$ cat config.mk
export PLATFORM = sky130hd
export DESIGN_NAME = ex_muldiv_sequencer
export DESIGN_NICKNAME = d
export VERILOG_FILES = /design/src/rtl/riscv_pkg.sv /design/src/rtl/muldiv_core.sv /design/src/rtl/ex_muldiv_sequencer.sv
export SDC_FILE = /design/constraint.sdc
export NUM_CORES = 1
export LEC_CHECK = 0
export BUFFER_PORTS_ARGS = -buffer_cell sky130_fd_sc_hd__buf_2
export CORE_AREA = 2 2 178 180
export DETAILED_ROUTE_END_ITERATION = 6
export DIE_AREA = 0 0 180 182
export HOLD_SLACK_MARGIN = 0.03
export MAX_ROUTING_LAYER = met4
export PLACE_DENSITY = 0.7
export SLEW_MARGIN = 20
export SYNTH_ARGS = -nofsm -noshare
export SYNTH_HDL_FRONTEND = slang
export SYNTH_HIERARCHICAL = 1
export SYNTH_SLANG_ARGS = --single-unit
export TNS_END_PERCENT = 100
$ cat constraint.sdc
create_clock -name clk -period 3.96 [get_ports clk]
set_input_delay 0.792 -clock clk [delete_from_list [all_inputs] [get_ports clk]]
set_output_delay 0.792 -clock clk [all_outputs]
set_load 0.02 [all_outputs]
$ cat src/rtl/riscv_pkg.sv
// riscv_pkg: shared RV32M definitions for the EX-stage multiply/divide sequencer.
//   - funct3 encodings for the M-extension operations
//   - funct7 value identifying an M-extension instruction
//   - muldiv_state_t: sequencer FSM states
//   - helpers returning which operands are treated as signed for a funct3
package riscv_pkg;

    localparam logic [2:0] F3_MUL    = 3'b000;
    localparam logic [2:0] F3_MULH   = 3'b001;
    localparam logic [2:0] F3_MULHSU = 3'b010;
    localparam logic [2:0] F3_MULHU  = 3'b011;
    localparam logic [2:0] F3_DIV    = 3'b100;
    localparam logic [2:0] F3_DIVU   = 3'b101;
    localparam logic [2:0] F3_REM    = 3'b110;
    localparam logic [2:0] F3_REMU   = 3'b111;

    localparam logic [6:0] MULDIV_FUNCT7 = 7'b0000001;

    typedef enum logic [2:0] {
        IDLE = 3'd0,
        MUL  = 3'd1,
        DIV  = 3'd2,
        FIX  = 3'd3,
        DONE = 3'd4
    } muldiv_state_t;

    // rs1 is signed for MULH, MULHSU, DIV and REM.
    // MUL's low word is identical either way.
    function automatic logic f3_a_signed(input logic [2:0] f3);
        return (f3 == F3_MULH) || (f3 == F3_MULHSU) || (f3 == F3_DIV) || (f3 == F3_REM);
    endfunction

    // rs2 is signed for MULH, DIV and REM.
    function automatic logic f3_b_signed(input logic [2:0] f3);
        return (f3 == F3_MULH) || (f3 == F3_DIV) || (f3 == F3_REM);
    endfunction

endpackage

$ cat src/rtl/muldiv_core.sv
// muldiv_core: datapath of the iterative multiply/divide unit.
// It works on operand magnitudes and applies the result sign at the end.
// Ports:
//   clk, rst        clock, synchronous active-high reset
//   load            capture funct3, operand magnitudes and sign flags
//   step            perform one shift-add (multiply) or restoring step (divide)
//   funct3          live operation select (sampled on load)
//   op_a, op_b      live operands (sampled on load)
//   special         live operands form a divide-by-zero or signed-overflow case
//   special_result  architectural result for that special case
//   fix_result      sign-corrected, selected result of the latched operation
module muldiv_core
    import riscv_pkg::*;
#(
    parameter int XLEN = 32
) (
    input  logic            clk,
    input  logic            rst,
    input  logic            load,
    input  logic            step,
    input  logic [2:0]      funct3,
    input  logic [XLEN-1:0] op_a,
    input  logic [XLEN-1:0] op_b,
    output logic            special,
    output logic [XLEN-1:0] special_result,
    output logic [XLEN-1:0] fix_result
);

    logic [2:0]        f3_r;
    logic [2*XLEN-1:0] acc_r;      // multiply: {high, multiplier/low}; divide: low half is dividend/quotient
    logic [XLEN-1:0]   mcand_r;    // multiplicand or divisor magnitude
    logic [XLEN-1:0]   rem_r;      // partial remainder; always below the divisor between steps
    logic              neg_r;      // product/quotient must be negated
    logic              rem_neg_r;  // remainder must be negated (dividend negative)

    logic              a_neg_s;
    logic              b_neg_s;
    logic [XLEN-1:0]   mag_a_s;
    logic [XLEN-1:0]   mag_b_s;
    logic              div_zero_s;
    logic              div_ovf_s;

    logic [XLEN:0]     mul_sum_s;
    logic [XLEN:0]     div_shift_s;  // 33-bit partial remainder under comparison
    logic              div_ge_s;
    logic [XLEN-1:0]   div_diff_s;
    logic [2*XLEN-1:0] acc_nxt_s;
    logic [XLEN-1:0]   rem_nxt_s;

    logic [2*XLEN-1:0] prod_s;
    logic [XLEN-1:0]   quot_s;
    logic [XLEN-1:0]   remv_s;

    // Operand magnitudes, sign flags and special-case detection from the live inputs.
    always_comb begin
        a_neg_s    = f3_a_signed(funct3) & op_a[XLEN-1];
        b_neg_s    = f3_b_signed(funct3) & op_b[XLEN-1];
        mag_a_s    = a_neg_s ? ({XLEN{1'b0}} - op_a) : op_a;
        mag_b_s    = b_neg_s ? ({XLEN{1'b0}} - op_b) : op_b;
        div_zero_s = funct3[2] & (op_b == {XLEN{1'b0}});
        div_ovf_s  = funct3[2] & f3_b_signed(funct3)
                   & (op_a == {1'b1, {(XLEN-1){1'b0}}}) & (op_b == {XLEN{1'b1}});
        special    = div_zero_s | div_ovf_s;
        // funct3[1] distinguishes REM/REMU from DIV/DIVU
        if (div_zero_s) begin
            special_result = funct3[1] ? op_a : {XLEN{1'b1}};
        end else begin
            special_result = funct3[1] ? {XLEN{1'b0}} : {1'b1, {(XLEN-1){1'b0}}};
        end
    end

    // One iteration: shift-add for multiply, restore-or-subtract for divide.
    always_comb begin
        mul_sum_s   = {1'b0, acc_r[2*XLEN-1:XLEN]} + (acc_r[0] ? {1'b0, mcand_r} : {(XLEN+1){1'b0}});
        div_shift_s = {rem_r, acc_r[XLEN-1]};
        div_ge_s    = (div_shift_s >= {1'b0, mcand_r});
        // Only taken when div_shift_s >= divisor, so the difference fits XLEN bits.
        div_diff_s  = div_shift_s[XLEN-1:0] - mcand_r;
        if (f3_r[2]) begin
            acc_nxt_s = {acc_r[2*XLEN-1:XLEN], acc_r[XLEN-2:0], div_ge_s};
            rem_nxt_s = div_ge_s ? div_diff_s : div_shift_s[XLEN-1:0];
        end else begin
            acc_nxt_s = {mul_sum_s, acc_r[XLEN-1:1]};
            rem_nxt_s = rem_r;
        end
    end

    // Datapath registers: capture on load, advance on step.
    always_ff @(posedge clk) begin
        if (rst) begin
            f3_r      <= 3'd0;
            acc_r     <= {(2*XLEN){1'b0}};
            mcand_r   <= {XLEN{1'b0}};
            rem_r     <= {XLEN{1'b0}};
            neg_r     <= 1'b0;
            rem_neg_r <= 1'b0;
        end else if (load) begin
            f3_r      <= funct3;
            acc_r     <= {{XLEN{1'b0}}, mag_a_s};
            mcand_r   <= mag_b_s;
            rem_r     <= {XLEN{1'b0}};
            neg_r     <= a_neg_s ^ b_neg_s;
            rem_neg_r <= a_neg_s;
        end else if (step) begin
            acc_r     <= acc_nxt_s;
            rem_r     <= rem_nxt_s;
        end
    end

    // Sign correction and result selection for the FIX state.
    always_comb begin
        prod_s = neg_r ? ({(2*XLEN){1'b0}} - acc_r) : acc_r;
        quot_s = neg_r ? ({XLEN{1'b0}} - acc_r[XLEN-1:0]) : acc_r[XLEN-1:0];
        remv_s = rem_neg_r ? ({XLEN{1'b0}} - rem_r) : rem_r;
        case (f3_r)
            F3_MUL:                       fix_result = prod_s[XLEN-1:0];
            F3_MULH, F3_MULHSU, F3_MULHU: fix_result = prod_s[2*XLEN-1:XLEN];
            F3_DIV, F3_DIVU:              fix_result = quot_s;
            default:                      fix_result = remv_s;
        endcase
    end

endmodule

$ cat src/rtl/ex_muldiv_sequencer.sv
// ex_muldiv_sequencer: RV32M multi-cycle multiply/divide sequencer for the EX stage.
// Holds the pipeline stalled while an M-extension op runs, then pulses done with
// a registered result. A flush cancels any in-flight operation.
// Ports:
//   clk, rst    clock, synchronous active-high reset
//   start       EX holds a valid M-extension instruction (held until done)
//   funct3      operation select
//   op_a, op_b  forwarded rs1/rs2 values
//   flush       kill any in-flight operation
//   busy        FSM not in IDLE
//   stall       freeze IF/ID/EX (start & ~done & ~flush)
//   done        one-cycle result-valid pulse
//   result      registered result, held until the next accepted start
module ex_muldiv_sequencer
    import riscv_pkg::*;
#(
    parameter int XLEN = 32
) (
    input  logic            clk,
    input  logic            rst,
    input  logic            start,
    input  logic [2:0]      funct3,
    input  logic [XLEN-1:0] op_a,
    input  logic [XLEN-1:0] op_b,
    input  logic            flush,
    output logic            busy,
    output logic            stall,
    output logic            done,
    output logic [XLEN-1:0] result
);

    muldiv_state_t   state_r;
    logic [5:0]      cnt_r;
    logic            busy_r;
    logic            done_r;
    logic [XLEN-1:0] result_r;

    logic            accept_s;
    logic            step_s;
    logic            special_s;
    logic [XLEN-1:0] special_result_s;
    logic [XLEN-1:0] fix_result_s;

    // Core control: load on acceptance, iterate while in MUL or DIV.
    always_comb begin
        accept_s = (state_r == IDLE) & start & ~flush;
        step_s   = (state_r == MUL) | (state_r == DIV);
    end

    muldiv_core #(
        .XLEN(XLEN)
    ) u_core (
        .clk            (clk),
        .rst            (rst),
        .load           (accept_s),
        .step           (step_s),
        .funct3         (funct3),
        .op_a           (op_a),
        .op_b           (op_b),
        .special        (special_s),
        .special_result (special_result_s),
        .fix_result     (fix_result_s)
    );

    // Sequencer FSM with iteration counter and registered handshake outputs.
    always_ff @(posedge clk) begin
        if (rst) begin
            state_r  <= IDLE;
            cnt_r    <= 6'd0;
            busy_r   <= 1'b0;
            done_r   <= 1'b0;
            result_r <= {XLEN{1'b0}};
        end else if (flush) begin
            // Cancel: result is left untouched, no done pulse follows.
            state_r  <= IDLE;
            cnt_r    <= 6'd0;
            busy_r   <= 1'b0;
            done_r   <= 1'b0;
        end else begin
            case (state_r)
                IDLE: begin
                    done_r <= 1'b0;
                    cnt_r  <= 6'd0;
                    if (start) begin
                        busy_r <= 1'b1;
                        if (special_s) begin
                            result_r <= special_result_s;
                            done_r   <= 1'b1;
                            state_r  <= DONE;
                        end else if (funct3[2]) begin
                            state_r  <= DIV;
                        end else begin
                            state_r  <= MUL;
                        end
                    end else begin
                        busy_r <= 1'b0;
                    end
                end
                MUL, DIV: begin
                    cnt_r <= cnt_r + 6'd1;
                    if (cnt_r == 6'd31) begin
                        state_r <= FIX;
                    end else begin
                        state_r <= state_r;
                    end
                end
                FIX: begin
                    result_r <= fix_result_s;
                    done_r   <= 1'b1;
                    state_r  <= DONE;
                end
                DONE: begin
                    done_r  <= 1'b0;
                    busy_r  <= 1'b0;
                    state_r <= IDLE;
                end
                default: begin
                    done_r  <= 1'b0;
                    busy_r  <= 1'b0;
                    state_r <= IDLE;
                end
            endcase
        end
    end

    assign busy   = busy_r;
    assign done   = done_r;
    assign result = result_r;
    assign stall  = start & ~done_r & ~flush;

endmodule

Yosys cells after proc, flatten, opt, wreduce, memory -nomap -nowiden. Cells that the tools add are included.

$add $sub $neg: 8. Multipliers: 0. Div/mod/pow operators: 0. Magnitude comparators: 1. Equal/unequal tests: 18. Shifts and indexed selects: 0. Mux-type cells: 28. Bitwise operators: 16. Reductions and logical operators: 21.

Operator list (count): two-way mux 32 bit (14); subtractor 1 x 32 -> 32 bit, first input constant (4); one-hot mux 32 bit (3 select lines) (1); equality test 32 bit, second input constant (2); two-way mux 64 bit (1); one-hot mux 32 bit (2 select lines) (1); subtractor 1 x 64 -> 64 bit, first input constant (1); adder 32 x 32 -> 33 bit (1); greater-or-equal comparator 33 x 32 -> 1 bit (1); zero test 32 bit (1); subtractor 32 bit (1); equality test 3 x 2 -> 1 bit, second input constant (5); equality test 3 bit, second input constant (4); one-hot mux 6 bit (2 select lines) (1); bitwise AND 1 bit (10); equality test 3 x 1 -> 1 bit, second input constant (3); two-way mux 3 bit (3); one-hot mux 3 bit (3 select lines) (1); OR reduction 2 bit (4); adder 6 x 1 -> 6 bit, second input constant (1); equality test 6 x 5 -> 1 bit, second input constant (1); zero test 3 bit (2); inequality test 2 bit, second input constant (3); AND reduction 2 bit (3); other kinds (11) (23).

Register bits after elaboration: 176. Latch bits: 0. RAM bits: 0. ROM bits: 0. Bits of input ports: 71. Output and inout port bits: 35. Word-level logic and storage cells: 104. Memories: 0.

Logic depth before layout (Yosys ltp).
Word-level depth: 10. Gate-level depth with buffers: 14. Mapped depth without buffers: 12.

Hierarchy. The synthesis kept the hierarchy.

Modules (own cells, without submodules): muldiv_core (times used 1, cells an instance 1784, area an instance 12983.7 µm², seq. area each 2662.6 µm²); ex_muldiv_sequencer (times used 1, cells an instance 235, area an instance 2323.5 µm², seq. area each 860.8 µm²).

Worst setup path before layout. No wires, ideal clock.

Path type: input port to flip-flop. From: input op_b[2]. To: register result_r[12], in the netlist result[12]. Library setup time: 0.152 ns. Arrival time: 3.864 ns. Required time: 3.808 ns. Slack: -0.056 ns. Stages on the path: 13. Buffers on the path: 2. Cell sequence: or3_1 > or3b_2 > nand2b_1 > nor3_1 > nand2_1 > nor3_1 > nand4b_1 > clkbuf_1 > nand2_1 > nand4bb_1 > a21boi_2 > buf_2 > a221oi_2.

Elaborated cells between the ends (all ways): 11. Classes of those cells: 2 x eq/ne; 4 x mux; 3 x bitwise; 2 x reduce/logical.

RTL lines: start: declaration (RTL line ex_muldiv_sequencer.sv:24) `input logic [XLEN-1:0] op_b,`; equality test 32 bit / zero test 32 bit (equally long branches) (RTL line muldiv_core.sv:62, muldiv_core.sv:60); bitwise AND 1 bit, on equally long branches (RTL line muldiv_core.sv:62, muldiv_core.sv:60); OR 1 bit * (RTL line muldiv_core.sv:63) `special = div_zero_s | div_ovf_s;`; via special_s (RTL line ex_muldiv_sequencer.sv:40) `logic special_s;`; inequality test 2 bit (no line) *; AND reduction 4 bit (no line) *; end signal: assignment (RTL line ex_muldiv_sequencer.sv:72) `result_r <= {XLEN{1'b0}};`; end signal: assignment (RTL line ex_muldiv_sequencer.sv:87) `result_r <= special_result_s;`; end signal: assignment (RTL line ex_muldiv_sequencer.sv:108) `result_r <= fix_result_s;`; end: declaration (RTL line ex_muldiv_sequencer.sv:36) `logic [XLEN-1:0] result_r;`.

The timed path passes the listed nets; every way through them passes the cells marked *. The select of a mux whose other input is x is not followed. A chain may end at the register's enable or synchronous reset.

Worst setup path after layout.
From: register u_core.rem_r[6]. To: register result_r[29], in the netlist result[29].

Cells in the longest elaborated chain, start to end: 4.

Ends and longest elaborated chain: start: declaration (RTL line muldiv_core.sv:32) `logic [XLEN-1:0] rem_r;`; start signal: assignment (RTL line muldiv_core.sv:94) `rem_r <= {XLEN{1'b0}};`; start signal: assignment (RTL line muldiv_core.sv:101) `rem_r <= {XLEN{1'b0}};`; start signal: assignment (RTL line muldiv_core.sv:106) `rem_r <= rem_nxt_s;`; subtractor 1 x 32 -> 32 bit (RTL line muldiv_core.sv:114) `remv_s = rem_neg_r ? ({XLEN{1'b0}} - rem_r) : rem_r;`; two-way mux 32 bit (RTL line muldiv_core.sv:114); one-hot mux 32 bit (3 select lines) (RTL line muldiv_core.sv:115) `case (f3_r)`; via fix_result_s[29] (RTL line ex_muldiv_sequencer.sv:42) `logic [XLEN-1:0] fix_result_s;`; one-hot mux 32 bit (2 select lines) (RTL line ex_muldiv_sequencer.sv:80) `case (state_r)`.

The timed path passes the listed nets, and every way through them passes these cells.

==> key figures <==
Logic synthesis
  • Synth top cells by count: nor2_1 (219), dfxtp_1 (176), a21oi_1 (161)
  • Largest cells by area after synthesis: dfxtp_1 (23%), xnor2_1 (6.2%), mux2i_1 (5.8%)
  • Cell with the most instances after synthesis: nor2_1
  • Avg Inst Size Synth: 7.58 sq um
  • Post-synth ARST share: 0
  • Top cell type by total area after synthesis: dfxtp_1
  • Ys flop type: dfxtp_1
  • Sequential element share of the synthesized area: 0.230
  • EDFF count, synth: 0
  • Synth top area share: 0.230
  • #FFs+latches synth: 176
  • YS warnings: 6
  • Mapped cell area: approximately 15,000 sq um
  • Cell variety after synth: 82
  • Cell count after synthesis: between 2,000 and 2,500
  • Synthesized Nets: around 2,200

Die
  • Core box area: 31,000 sq um
  • Die area: between 30,000 and 40,000 sq um
  • Initial core utilization: 0.494
  • Floorplan row count: 65
  • # IOs: ~110
  • DIE WIDTH: 180 um
  • Die height: between 150 and 200 um

Clock tree
  • TritonCTS clock tree: done
  • CTS Buffer Depth: 2
  • CTS Sinks: approximately 180
  • CTS buffer count: 17
  • Root Buffer: clkbuf_16
  • Clock H-tree levels: 4
  • Worst skew pair latency: around 440 ps
  • Clock Pin Slew Worst Setup and Hold Paths: about 80 ps

Timing
  • Clk_skew: around 18 ps
  • F_max: 0.261 GHz
  • Worst hold slack: around 490 ps
  • Final Cycle Share: 0.966
  • Minimum clock period: between 3000 and 4000 ps
  • Final setup violation count: 0
  • Worst Tran Pin Value: ~980 ps
  • Number of hold violations in the final report: 0
  • Final setup margin: around 130 ps
  • Slew margin rel.: 0.345
  • Final Max Tran Viols: 0

Placed design
  • # port buffers: 105
  • Placed insts: around 2,500
  • Dpl hpwl: ~37 mm
  • Final GP Congestion: about 0.97
  • Placed Instance Area: around 16,000 sq um
  • DP Worst Slack: -128 ps

GRT
  • Met1 Track Usage GR: 0.401
  • GR Layer Usage met2: 0.471
  • Initial antenna violation count: 0
  • Most crowded layer after global routing: met2
  • Vias in the first global route: approximately 14,000
  • Tot GR Track Use: 0.297
  • M3 GR Usage: 0.0291
  • First-pass GRT wire length: about 77 mm
  • Largest net degree at the start of global routing: 135
  • GRT Residual Overflow: 0

Setup path
  • WP data arrival: about 4200 ps
  • CP Cell Sequence: or4_4 -> or4_4 -> or3_4 -> or4_4 -> or3_4 -> o31ai_2 -> xnor2_1 -> o22ai_1 -> a21oi_1 -> mux2i_1 -> a221oi_1
  • Worst Setup Path Type: flop to flop
  • Setup crit start kind: flop
  • Element type at the critical path end: flop
  • CP max FO: 4
  • Slowest stage delay, CP: 550 ps
  • Most frequent CP cell: or4_4
  • Critical Path RT: roughly 4300 ps
  • Slowest CP cell: or4_4

Finish
  • Synthesis-to-layout area growth: 10.9%
  • Layout cell share with drive strength beyond 1: 0.123
  • Final-stage net count: 2,214
  • Finished Layout Cells: 2,485
  • Final Cell Area: around 17,000 sq um
  • Final core occ: 0.548
  • ANT cells: 0

Run status
  • Outcome: completed

Detailed routing
  • Iteration-0 DRC Markers: between 1,500 and 2,000
  • DR DRC count: 0
  • Routed Antenna Nets: 0
  • Final wirelength: just under 50 mm
  • First-pass DRT Iterations: 5
  • Via count: ~16,000
  • Via density: 6.29
  • Routed len/inst: just under 20 um

Pwr
  • Worst VDD drop: around 0.00027 V
  • Pwr dens: roughly 300 nW/um^2
  • LEAKAGE: ~6.7 nW

Hold path
  • Hold WC Path Type: flop to flop

Job
  • Number of max-cap violations: 0
[power by group]
group	total, mW	internal [mW]	switching, mW
clock	1.82	1.01	0.814
sequential	1.94	1.84	0.101
combinational	1.39	0.537	0.850
total	5.15	3.38	1.76
[cell type report]
| cell class | count | area [sq um] |
|---|---|---|
| flip-flops and latches | 176 | 3530 |
| repair buffers | 175 | 1120 |
| inverters | 98 | 368 |
| multi-input cells | 1603 | 10900 |
| fillers | 2883 | 14000 |
| clock buffers | 18 | 429 |
| clock inverters | 13 | 176 |
| well taps | 402 | 503 |
[metrics by stage]
step / total power [mW] / setup TNS (ps)
floorplan: 2.91 / 0
global placement: 3.30 / -113
detailed placement: 3.32 / -3160
CTS: 5.13 / 0
global route: 5.36 / -26.8
finish: 5.15 / 0
[layout by cell type, fill, tap and decap left out, types with 14 or more instances in the layout]
cell / count
nor2_1: 217
dfxtp_1: 174
nand2_1: 160
a21oi_1: 160
xnor2_1: 109
o21ai_0: 107
a211oi_1: 105
buf_2: 104
inv_1: 96
mux2i_1: 89
xor2_1: 84
ha_1: 70
buf_4: 66
o31ai_1: 37
nor3_1: 30
nand4_1: 29
a221oi_1: 28
nand3_1: 25
or3_1: 24
o41ai_1: 24
a21o_1: 23
o211ai_1: 20
or4_1: 19
a31oi_1: 18
clkbuf_16: 17
nor4_1: 14
[worst max-delay path: cells and delay by family, from the launching register on]
kind	cells	cell delay (ps)
flip-flops	1	310
XOR/XNOR	1	150
multiplexers	1	100
AO/OA/AOI/OAI	4	840
AND/OR/NAND/NOR	5	2320
[state kept, by name (all words and copies together) (netlist names), 3 cells and up]
name	count
u_core/f3_r	3
cnt_r	6
u_core/rem_r	32
result	32
u_core/mcand_r	32
u_core/acc_r	64
state_r	3
[worst paths after layout]
path / start / endpoint / slack, ps / cells after the start
setup reg to reg: u_core/rem_r[6] / result[29] / 130 / 11
hold reg to reg: u_core/mcand_r[17] / u_core/mcand_r[17] / 490 / 2
setup / recovery: u_core/rem_r[6] / result[29] / 130 / 11
hold / removal: u_core/mcand_r[17] / u_core/mcand_r[17] / 490 / 2
[metal layers]
metal  part of all wire  vias to the layer above  wire length (um)
met5                  0                        -                 0
met4              0.025                        0              1220
met3              0.071                       79              3460
met2               0.46                      680             22200
met1               0.45                     7357             21700
li1                   -                     7523                 -
[kinds of logic (layout without fill, tap and decap cells)]
group / count (synthesis) / count (layout) / synth area share
AOI/OAI and AO/OA: 643 / 643 / 0.287
and+or+nand+nor: 604 / 604 / 0.188
buffers and inverters: 240 / 304 / 0.0645
xor gates and xnor gates: 193 / 193 / 0.110
DFF: 176 / 176 / 0.230
muxes: 91 / 91 / 0.0599
adders and majority gates: 72 / 72 / 0.0598
[what timing repair did]
item / CTS / global route
setup endpoints to repair: 0 / 13
gates resized for setup: 0 / 9
hold buffers: 0 / 0
setup buffers: 0 / 0
Note: power is estimated with default switching activity, not from simulation.
